===== config.mk =====
export PLATFORM = sky130hd
export DESIGN_NAME = vend_ctrl_flat
export DESIGN_NICKNAME = d
export VERILOG_FILES = /design/src/rtl/vend_ctrl_if.sv /design/src/rtl/vend_ctrl.sv /design/src/flat_wrapper.sv
export SDC_FILE = /design/constraint.sdc
export NUM_CORES = 1
export LEC_CHECK = 0
export ABC_AREA = 1
export CORE_UTILIZATION = 54
export CTS_BUF_LIST = sky130_fd_sc_hd__clkbuf_8
export CTS_CLUSTER_SIZE = 40
export DETAILED_ROUTE_END_ITERATION = 6
export GPL_ROUTABILITY_DRIVEN = 0
export PLACE_DENSITY = 0.82
export SYNTH_ARGS = -nofsm -noshare
export SYNTH_HDL_FRONTEND = slang
export SYNTH_SLANG_ARGS = --single-unit

===== constraint.sdc =====
create_clock -name clock -period 2.6 [get_ports clock]
set_clock_uncertainty 0.05 [all_clocks]
set_input_delay 0.52 -clock clock [delete_from_list [all_inputs] [get_ports clock]]
set_output_delay 0.52 -clock clock [all_outputs]
set_load 0.01 [all_outputs]

===== src/rtl/vend_ctrl_if.sv =====
// Coin/button inputs and dispenser/status outputs of the vending controller.
// The master side drives coins and requests; the slave side is the controller.
interface vend_ctrl_if #(
  parameter int unsigned CREDIT_W = 4,
  parameter int unsigned NUM_PROD = 3,
  parameter int unsigned SEL_W    = 2
) ();
  logic                c05;
  logic                c10;
  logic [SEL_W-1:0]    sel;
  logic                cancel;
  logic [NUM_PROD-1:0] dispense;
  logic                change_05;
  logic                coin_rej;
  logic [CREDIT_W-1:0] credit;
  logic                busy;
  logic [2:0]          state;

  modport master (
    output c05, c10, sel, cancel,
    input  dispense, change_05, coin_rej, credit, busy, state
  );

  modport slave (
    input  c05, c10, sel, cancel,
    output dispense, change_05, coin_rej, credit, busy, state
  );
endinterface


===== src/rtl/vend_ctrl.sv =====
// Vending controller: accumulates nickel/dime credit, serves one of NUM_PROD priced
// products, and pays back remaining credit as one nickel pulse per cycle.
module vend_ctrl #(
  parameter int unsigned                    CREDIT_W     = 4,
  parameter int unsigned                    NUM_PROD     = 3,
  parameter int unsigned                    SEL_W        = 2,
  parameter logic [NUM_PROD*CREDIT_W-1:0]   PRICE_LIST   = {4'd6, 4'd5, 4'd4},
  parameter int unsigned                    MAX_CREDIT   = 15,
  parameter int unsigned                    DISPENSE_CYC = 2
) (
  input logic        clock,
  input logic        reset,
  vend_ctrl_if.slave vend
);

  localparam logic [2:0] StIdle     = 3'd0;
  localparam logic [2:0] StCollect  = 3'd1;
  localparam logic [2:0] StReady    = 3'd2;
  localparam logic [2:0] StDispense = 3'd3;
  localparam logic [2:0] StChange   = 3'd4;

  localparam int unsigned        CntW    = (DISPENSE_CYC > 1) ? $clog2(DISPENSE_CYC) : 1;
  localparam logic [CntW-1:0]    CntInit = CntW'(DISPENSE_CYC - 1);
  localparam logic [CREDIT_W:0]  MaxSum  = (CREDIT_W + 1)'(MAX_CREDIT);

  logic [2:0]          state_q, state_d;
  logic [CREDIT_W-1:0] credit_q, credit_d;
  logic [NUM_PROD-1:0] dispense_q, dispense_d;
  logic                change_q, change_d;
  logic                rej_q, rej_d;
  logic [CntW-1:0]     cnt_q, cnt_d;

  logic [1:0]          coin_v;
  logic                coin_any;
  logic [CREDIT_W:0]   sum;
  logic [CREDIT_W-1:0] min_price;
  logic [CREDIT_W-1:0] sel_price;
  logic [NUM_PROD-1:0] sel_onehot;
  logic                sel_ok;

  assign coin_v   = {vend.c10, vend.c05};
  assign coin_any = vend.c05 | vend.c10;
  // One bit wider than credit so an overflowing deposit is detected, not wrapped.
  assign sum      = (CREDIT_W + 1)'(credit_q) + (CREDIT_W + 1)'(coin_v);

  always_comb begin
    min_price  = PRICE_LIST[CREDIT_W-1:0];
    sel_price  = '0;
    sel_onehot = '0;
    sel_ok     = 1'b0;
    for (int k = 0; k < NUM_PROD; k++) begin
      if (PRICE_LIST[k*CREDIT_W +: CREDIT_W] < min_price) begin
        min_price = PRICE_LIST[k*CREDIT_W +: CREDIT_W];
      end
      if (int'(vend.sel) == k + 1) begin
        sel_ok        = 1'b1;
        sel_price     = PRICE_LIST[k*CREDIT_W +: CREDIT_W];
        sel_onehot[k] = 1'b1;
      end
    end
  end

  always_comb begin
    state_d    = state_q;
    credit_d   = credit_q;
    dispense_d = dispense_q;
    cnt_d      = cnt_q;
    change_d   = 1'b0;
    rej_d      = 1'b0;
    case (state_q)
      StIdle, StCollect, StReady: begin
        if (vend.cancel && (state_q != StIdle)) begin
          state_d = StChange;
          rej_d   = coin_any;
        end else if ((state_q == StReady) && sel_ok && (credit_q >= sel_price)) begin
          state_d    = StDispense;
          credit_d   = credit_q - sel_price;
          dispense_d = sel_onehot;
          cnt_d      = CntInit;
          rej_d      = coin_any;
        end else begin
          if (sum <= MaxSum) begin
            credit_d = sum[CREDIT_W-1:0];
          end else begin
            rej_d = coin_any;
          end
          if (credit_d == '0) begin
            state_d = StIdle;
          end else if (credit_d < min_price) begin
            state_d = StCollect;
          end else begin
            state_d = StReady;
          end
        end
      end
      StDispense: begin
        rej_d = coin_any;
        if (cnt_q == '0) begin
          dispense_d = '0;
          state_d    = (credit_q != '0) ? StChange : StIdle;
        end else begin
          cnt_d = cnt_q - CntW'(1);
        end
      end
      StChange: begin
        rej_d = coin_any;
        if (credit_q != '0) begin
          credit_d = credit_q - CREDIT_W'(1);
          change_d = 1'b1;
        end
        if (credit_q <= CREDIT_W'(1)) begin
          state_d = StIdle;
        end
      end
      default: begin
        state_d    = StIdle;
        dispense_d = '0;
      end
    endcase
  end

  always_ff @(posedge clock or negedge reset) begin
    if (!reset) begin
      state_q    <= StIdle;
      credit_q   <= '0;
      dispense_q <= '0;
      change_q   <= 1'b0;
      rej_q      <= 1'b0;
      cnt_q      <= '0;
    end else begin
      state_q    <= state_d;
      credit_q   <= credit_d;
      dispense_q <= dispense_d;
      change_q   <= change_d;
      rej_q      <= rej_d;
      cnt_q      <= cnt_d;
    end
  end

  assign vend.dispense  = dispense_q;
  assign vend.change_05 = change_q;
  assign vend.coin_rej  = rej_q;
  assign vend.credit    = credit_q;
  assign vend.state     = state_q;
  assign vend.busy      = (state_q == StDispense) || (state_q == StChange);

endmodule

===== src/flat_wrapper.sv =====
// flat-port wrapper written by rule: the top's interface ports become plain ports
module vend_ctrl_flat 
#(
  parameter int unsigned                    CREDIT_W     = 4,
  parameter int unsigned                    NUM_PROD     = 3,
  parameter int unsigned                    SEL_W        = 2,
  parameter logic [NUM_PROD*CREDIT_W-1:0]   PRICE_LIST   = {4'd6, 4'd5, 4'd4},
  parameter int unsigned                    MAX_CREDIT   = 15,
  parameter int unsigned                    DISPENSE_CYC = 2
)
  (clock, reset, vend_c05, vend_c10, vend_sel, vend_cancel, vend_dispense, vend_change_05, vend_coin_rej, vend_credit, vend_busy, vend_state);
  vend_ctrl_if #(.CREDIT_W(CREDIT_W), .NUM_PROD(NUM_PROD), .SEL_W(SEL_W)) vend_i ();
  input logic clock;
  input logic reset;
  input wire logic [$bits(vend_i.c05)-1:0] vend_c05;
  input wire logic [$bits(vend_i.c10)-1:0] vend_c10;
  input wire logic [$bits(vend_i.sel)-1:0] vend_sel;
  input wire logic [$bits(vend_i.cancel)-1:0] vend_cancel;
  output wire logic [$bits(vend_i.dispense)-1:0] vend_dispense;
  output wire logic [$bits(vend_i.change_05)-1:0] vend_change_05;
  output wire logic [$bits(vend_i.coin_rej)-1:0] vend_coin_rej;
  output wire logic [$bits(vend_i.credit)-1:0] vend_credit;
  output wire logic [$bits(vend_i.busy)-1:0] vend_busy;
  output wire logic [$bits(vend_i.state)-1:0] vend_state;
  assign vend_i.c05 = vend_c05;
  assign vend_i.c10 = vend_c10;
  assign vend_i.sel = vend_sel;
  assign vend_i.cancel = vend_cancel;
  assign vend_dispense = vend_i.dispense;
  assign vend_change_05 = vend_i.change_05;
  assign vend_coin_rej = vend_i.coin_rej;
  assign vend_credit = vend_i.credit;
  assign vend_busy = vend_i.busy;
  assign vend_state = vend_i.state;
  vend_ctrl #(.CREDIT_W(CREDIT_W), .NUM_PROD(NUM_PROD), .SEL_W(SEL_W), .PRICE_LIST(PRICE_LIST), .MAX_CREDIT(MAX_CREDIT), .DISPENSE_CYC(DISPENSE_CYC)) u_core (.clock(clock), .reset(reset), .vend(vend_i));
endmodule

==> metrics.yaml, run 1 <==
run_status:
  status: "completed"
sta:
  finalSetupViolCount: 0
  final_max_slew_viol_count: 0
  timing.final.crit_share_pct: 91.5
  hold_viol: 0
  setup_ws_ns: 0.220
  worst_pin_slew_ns: 0.597
  rsz0062_at_grt: "false"
  timing.slew.headroom_pct: 60.1
  period_needed_ns: 2.38
  max_clock_freq_mhz: 420
critical_path:
  worstPathArrival_ns: 2.46
  cp-start-kind: "primary input"
  r2r_slack_ns: 0.42
  end_kind: "flop"
  worst_ep_required_time_ns: 2.68
  cp_max_fo: 6
  path_class: "in2reg"
routing:
  drcViolationCount: 0
  routed_via_density: 5.20
  drt-initial-drc-count: 33
  wire_per_inst_um: 12.5
  drt-pass1-iter-count: 4
  vias: 1098
  drt_wl_total_um: 2640
  antenna_left: 0
logic_synthesis:
  synth_cell_type_count: 26
  async_flop_share_pct: 100
  avgSynthCellArea_um2: 6.98
  synth_edf_count: 0
  synth_commonest_cells: "nand2_1, inv_1, nand3_1, dfrtp_1, nor2_1"
  yosys.area.top_type: "dfrtp_1"
  synth-seq-cells: 13
  yosysTopAreaCellShare_pct: 29.1
  synth_seq_area_share_pct: 29.1
  synth_flop_cell: "dfrtp_1"
  synth_most_common_cell: "nand2_1"
  syn_nets: 176
  netlist_area_um2: 1120
  ys_top_cells_by_area: "dfrtp_1, nand2_1, ha_1"
  yosysWarnings: 0
  syn_inst: 160
global_routing:
  grt_pass1_wl_um: 4130
  grt_pass1_vias: 977
  grt_start_max_net_pins: 14
  grt.busiest_layer: "met2"
  grt_antenna_before_repair: 0
  grtUsageMet2_pct: 44.9
  grtUsageTotal_pct: 26.9
  grt_util_met1_pct: 32.4
  grt_overflow_total: 0
  grtUsageMet3_pct: 4.53
layout:
  finish.utilization_pct: 71.3
  diodes: 0
  drive_gt1_share_pct: 17.4
  fin_nets: 201
  nFillCells: 173
  syn_to_final_growth_pct: 25.2
clock_network:
  cts_resized: 0
  cts.clk_slew.worst_paths_ns: 0.05
  cts_buffers: 3
  cts_tree: "built"
  clockBufferDepth: 2
  clk_latency_ns: 0.24
  cts_hold_buf: 0
  cts_root_buffer: "clkbuf_8"
  cts_sinks: 13
  h-tree-depth: 1
  cts_setup_buffers: 0
floorplanning:
  io_pins: 20
  coreArea_um2: 1960
  start_util_pct: 57.0
  dieHeight_um: 47.5
  rows: 16
  dieArea_um2: 2250
  die_w_um: 47.5
flow_run:
  cap_violations: 0
worst_hold_path:
  hp-class: "reg2reg"
power_and_ir_drop:
  p_int_w: 0.000914
  vdd_drop_max_uv: 820
  powerDensity_nw_per_um2: 1300
  pwr-share-comb_pct: 67.8
  leakagePower_nw: 0.742
  pwr-share-clk_pct: 9.8
  power.switching_w: 0.000902
  seq_power_share_pct: 22.4
  swShare_pct: 49.7
place:
  io_buffers: 19
  dp_slack_ns: -0.0137
  dp_hpwl_um: 2050
## cells by family (layout without fill, tap and decap cells)
family | Yosys count | count (layout) | synth area share (%)
flip-flops | 13 | 13 | 29.1
AO/OA/AOI/OAI | 21 | 21 | 11.5
AND/OR/NAND/NOR | 86 | 86 | 35.9
adder cells (fa/ha/maj) | 9 | 9 | 11.4
XOR/XNOR | 3 | 3 | 2.35
buffers and inverters | 28 | 52 | 9.63
## cells in the final DEF (no fill, tap or decap), drive strengths merged, types with 3 or more instances in the layout
cell	n
nand2	55
clkbuf	3
inv	26
nor2	13
nand3	15
a21oi	9
buf	3
clkdlybuf4s50	19
ha	7
o21ai	9
dfrtp	13
## state kept, by name, summed over array words and instances (netlist names)
signal                 cells
u_core.cnt_q               1
u_core.vend.change_05      1
u_core.vend.coin_rej       1
u_core.vend.credit         4
u_core.vend.dispense       3
u_core.vend.state          3
## worst max-delay path, stage by stage
cell and delay, ns:
clkdlybuf4s50_1 0.52, nor2_1 0.08, ha_1 0.21, fa_1 0.40, inv_1 0.06, nand2_1 0.06, nand2_1 0.07, nor2_1 0.05
nor2_2 0.14, nand2_2 0.08, nand2_2 0.08, nand2_4 0.08, nand2_2 0.07, o21ai_2 0.05
## final cells by class
cell class,instances,area [µm²],area share (%)
sequential,13,325,23.3
timing repair buffer,22,213,15.2
inverter,26,97.6,6.98
clock inverter,1,3.75,0.268
clock buffer,3,41.3,2.95
multi-input combinational,119,684,48.9
tap,27,33.8,2.42
## through the flow
stage | hold WS [ns] | cells | power, W | area, µm² | setup TNS (ns)
after floorplan | 0.174 | 160 | 0.00123 | 1120 | 0
after global placement | 0.421 | 207 | 0.00159 | 1350 | 0
after detailed placement | 0.438 | 207 | 0.00162 | 1350 | -0.0328
after CTS | 0.452 | 211 | 0.00181 | 1400 | 0
after global routing | 0.468 | 211 | 0.00200 | 1400 | 0
final | 0.451 | 211 | 0.00182 | 1400 | 0
## routing by layer
metal | routed length, µm | up-vias
met5 | 0 | -
met4 | 61 | 0
met3 | 91 | 7
met2 | 1340 | 30
met1 | 1150 | 504
li1 | - | 557
## power groups by stage
| stage | combinational (W) | sequential [W] | clock (W) |
|---|---|---|---|
| 5_1_grt | 0.00139 | 0.000423 | 0.000188 |
| 2_1_floorplan | 0.000826 | 0.000408 | 0 |
| 3_5_place_dp | 0.00121 | 0.000410 | 0 |
| 4_1_cts | 0.00122 | 0.000407 | 0.000180 |
| 6_report | 0.00123 | 0.000407 | 0.000178 |
| 3_3_place_gp | 0.00118 | 0.000402 | 0 |
## path summary, 6_finish.rpt
| path | start | endpoint | depth (start not counted) |
|---|---|---|---|
| max in group asynchronous | reset | u_core.vend.credit[2] | 1 |
| setup reg to reg | u_core.vend.credit[0] | u_core.vend.dispense[0] | 13 |
| setup / recovery | vend_sel[0] | u_core.vend.dispense[0] | 14 |
| hold / removal | u_core.vend.dispense[2] | u_core.vend.dispense[2] | 2 |
| hold reg to reg | u_core.vend.dispense[2] | u_core.vend.dispense[2] | 2 |
| min in group asynchronous | reset | u_core.vend.dispense[2] | 1 |
No activity file was read; power rests on OpenSTA's default activity.
==> run 2, diff against run 1 <==
--- a/config.mk
+++ b/config.mk
@@ -11,7 +11,9 @@
 export CTS_CLUSTER_SIZE = 40
 export DETAILED_ROUTE_END_ITERATION = 6
 export GPL_ROUTABILITY_DRIVEN = 0
+export GPL_TIMING_DRIVEN = 0
 export PLACE_DENSITY = 0.82
+export SLEW_MARGIN = 20
 export SYNTH_ARGS = -nofsm -noshare
 export SYNTH_HDL_FRONTEND = slang
 export SYNTH_SLANG_ARGS = --single-unit
==> metrics.yaml, run 2 (same netlist as run 1, synthesis figures left out) <==
floorplanning:
  coreArea_um2: 1960  # unchanged
  start_util_pct: 57.0  # unchanged
  io_pins: 20  # unchanged
  dieArea_um2: 2250  # unchanged
  dieHeight_um: 47.5  # unchanged
  rows: 16  # unchanged
  die_w_um: 47.5  # unchanged
clock_network:
  cts_tree: "built"
  cts_hold_buf: 0  # unchanged
  h-tree-depth: 1  # unchanged
  clockBufferDepth: 2  # unchanged
  cts.clk_slew.worst_paths_ns: 0.06  # about the same
  cts_root_buffer: "clkbuf_8"
  cts_sinks: 13  # unchanged
  cts_resized: 0  # unchanged
  cts_setup_buffers: 0  # unchanged
  cts_buffers: 3  # unchanged
  clk_latency_ns: 0.24  # about the same
critical_path:
  critPathTopFamily: "buffers and inverters"
  path_buf_inv: 2  # unchanged
  critPathMaxStageDelay_ns: 0.53  # about the same
  startpoint: "u_core.vend.state[1]"
  r2r_end: "u_core.vend.credit[1]"
  crit_end: "vend_busy"
  r2r_slack_ns: 0.45  # +0.03 ns
  end_kind: "output port"
  cp_max_fo: 6  # unchanged
  worstPathCellList: "nor3_4 > inv_2 > nand2_1 > clkdlybuf4s50_1"
  cp-start-kind: "flop"
  regToRegStartpoint: "u_core.vend.credit[0]"
  worst-path-stages: 4  # -10
  worst_ep_required_time_ns: 2.03  # -0.65 ns
  path_class: "reg2out"
  worstPathArrival_ns: 1.83  # -0.63 ns
  reg2reg_depth: 11  # -2
  critPathSlowestCell: "clkdlybuf4s50_1"
power_and_ir_drop:
  power.total_w: 0.00178  # -1.8%
  powerDensity_nw_per_um2: 1290  # -0.93%
  leakagePower_nw: 0.735  # -0.94%
  vdd_drop_max_uv: 732  # -11%
worst_hold_path:
  hp-class: "reg2reg"
  worstHoldStart: "u_core.vend.dispense[2]"
global_routing:
  grt_antenna_before_repair: 0  # unchanged
  grt_start_max_net_pins: 14  # unchanged
  grt_overflow_total: 0  # unchanged
  grt_pass1_wl_um: 3920  # -5.0%
  grtUsageTotal_pct: 25.4  # -1.6 points
  grt_pass1_vias: 921  # -5.7%
routing:
  antenna_left: 0  # unchanged
  vias: 1085  # -1.2%
  drt-pass1-iter-count: 4  # unchanged
  routed_via_density: 5.17  # -0.71%
  drcViolationCount: 0  # unchanged
  drt-initial-drc-count: 30  # -9.1%
  wire_per_inst_um: 11.6  # -6.9%
  drt_wl_total_um: 2440  # -7.4%
layout:
  syn_to_final_growth_pct: 24.1
  drive_gt1_share_pct: 16.9  # -0.45 points
  largest_register_ffs: 4  # unchanged
  nFillCells: 177  # +2.3%
  final_cell_mix: "nand2_1, inv_1, clkdlybuf4s50_1"
  area.sequential_um2: 325  # unchanged
  multi_input_area_um2: 684  # unchanged
  layout_commonest_cell: "nand2_1"
  fin_area_um2: 1390  # -0.89%
  diodes: 0  # unchanged
  fin_nets: 200  # -0.50%
sta:
  timing.slew.headroom_pct: 59.0  # -1.1 points
  rsz0062_at_grt: "false"
  final_max_slew_viol_count: 0  # unchanged
  hold_viol: 0  # unchanged
  finalSetupViolCount: 0  # unchanged
  max_clock_freq_mhz: 417  # -0.81%
  period_needed_ns: 2.40  # +0.0195 ns
  worst_pin_slew_ns: 0.614  # +0.0165 ns
  timing.final.crit_share_pct: 92.3  # +0.75 points
place:
  dp_hpwl_um: 1990  # -3.3%
  io_buffers: 19  # unchanged
  place_area_um2: 1340  # -0.92%
run_status:
  status: "completed"
flow_run:
  cap_violations: 0  # unchanged
==> run 2: cell count changes in the layout (fill, tap and decap cells not counted) <==
| cell | previous run | this run |
|---|---|---|
| buf_4 | 3 | 0 |
| buf_2 | 0 | 2 |
==> run 2: area by class of cell <==
| type | count | area share (%) |
|---|---|---|
| plain buffers | 2 | 0.722 |
| clock buffers | 3 | 2.98 |
| clock inverters | 1 | 0.271 |
| inverters | 26 | 7.04 |
| multi-input cells | 119 | 49.4 |
| flip-flops and latches | 13 | 23.5 |
| well taps | 27 | 2.44 |
| repair buffers | 19 | 13.7 |
==> run 2: power breakdown <==
part           internal [W]  total, W  switching (W)
Combinational      0.000508   0.00122       0.000711
Clock              0.000104  0.000181      0.0000761
Sequential         0.000292  0.000383      0.0000916
==> run 2: metal layers <==
layer  up-vias  global-route usage (%)  share of wire [%]  routed length [µm]
li1        552                       -                  -                   -
met2        26                    41.4                 49                1190
met3         7                    2.64                3.6                  87
met4         0                    16.0                2.7                  66
met5         -                       0                  0                   0
met1       500                    31.9                 45                1100
==> run 2: how the worst min path moves through the flow <==
stage,to,cells after the start
2_1_floorplan,u_core.cnt_q,0
3_3_place_gp,u_core.vend.dispense[2],2
3_5_place_dp,u_core.vend.dispense[2],2
4_1_cts,u_core.vend.dispense[2],2
5_1_grt,u_core.vend.dispense[0],2
6_report,u_core.vend.dispense[2],2
==> run 2: through the flow <==
step	std cells	utilization [%]	setup TNS [ns]	hold WS, ns	setup WS, ns
finish	210	70.7	0	0.435	0.201
global route	210	70.7	0	0.462	0.0566
CTS	210	70.7	0	0.438	0.200
detailed placement	206	68.4	-0.222	0.422	-0.0596
global placement	206	68.4	-0.0355	0.420	-0.0120
floorplan	160	-	0	0.174	0.583
==> run 2: tightest hold or removal path, cell delays in order, from the launching register on <==
cell,delay (ns)
dfrtp_1,0.35
nand2_2,0.06
o21ai_2,0.04
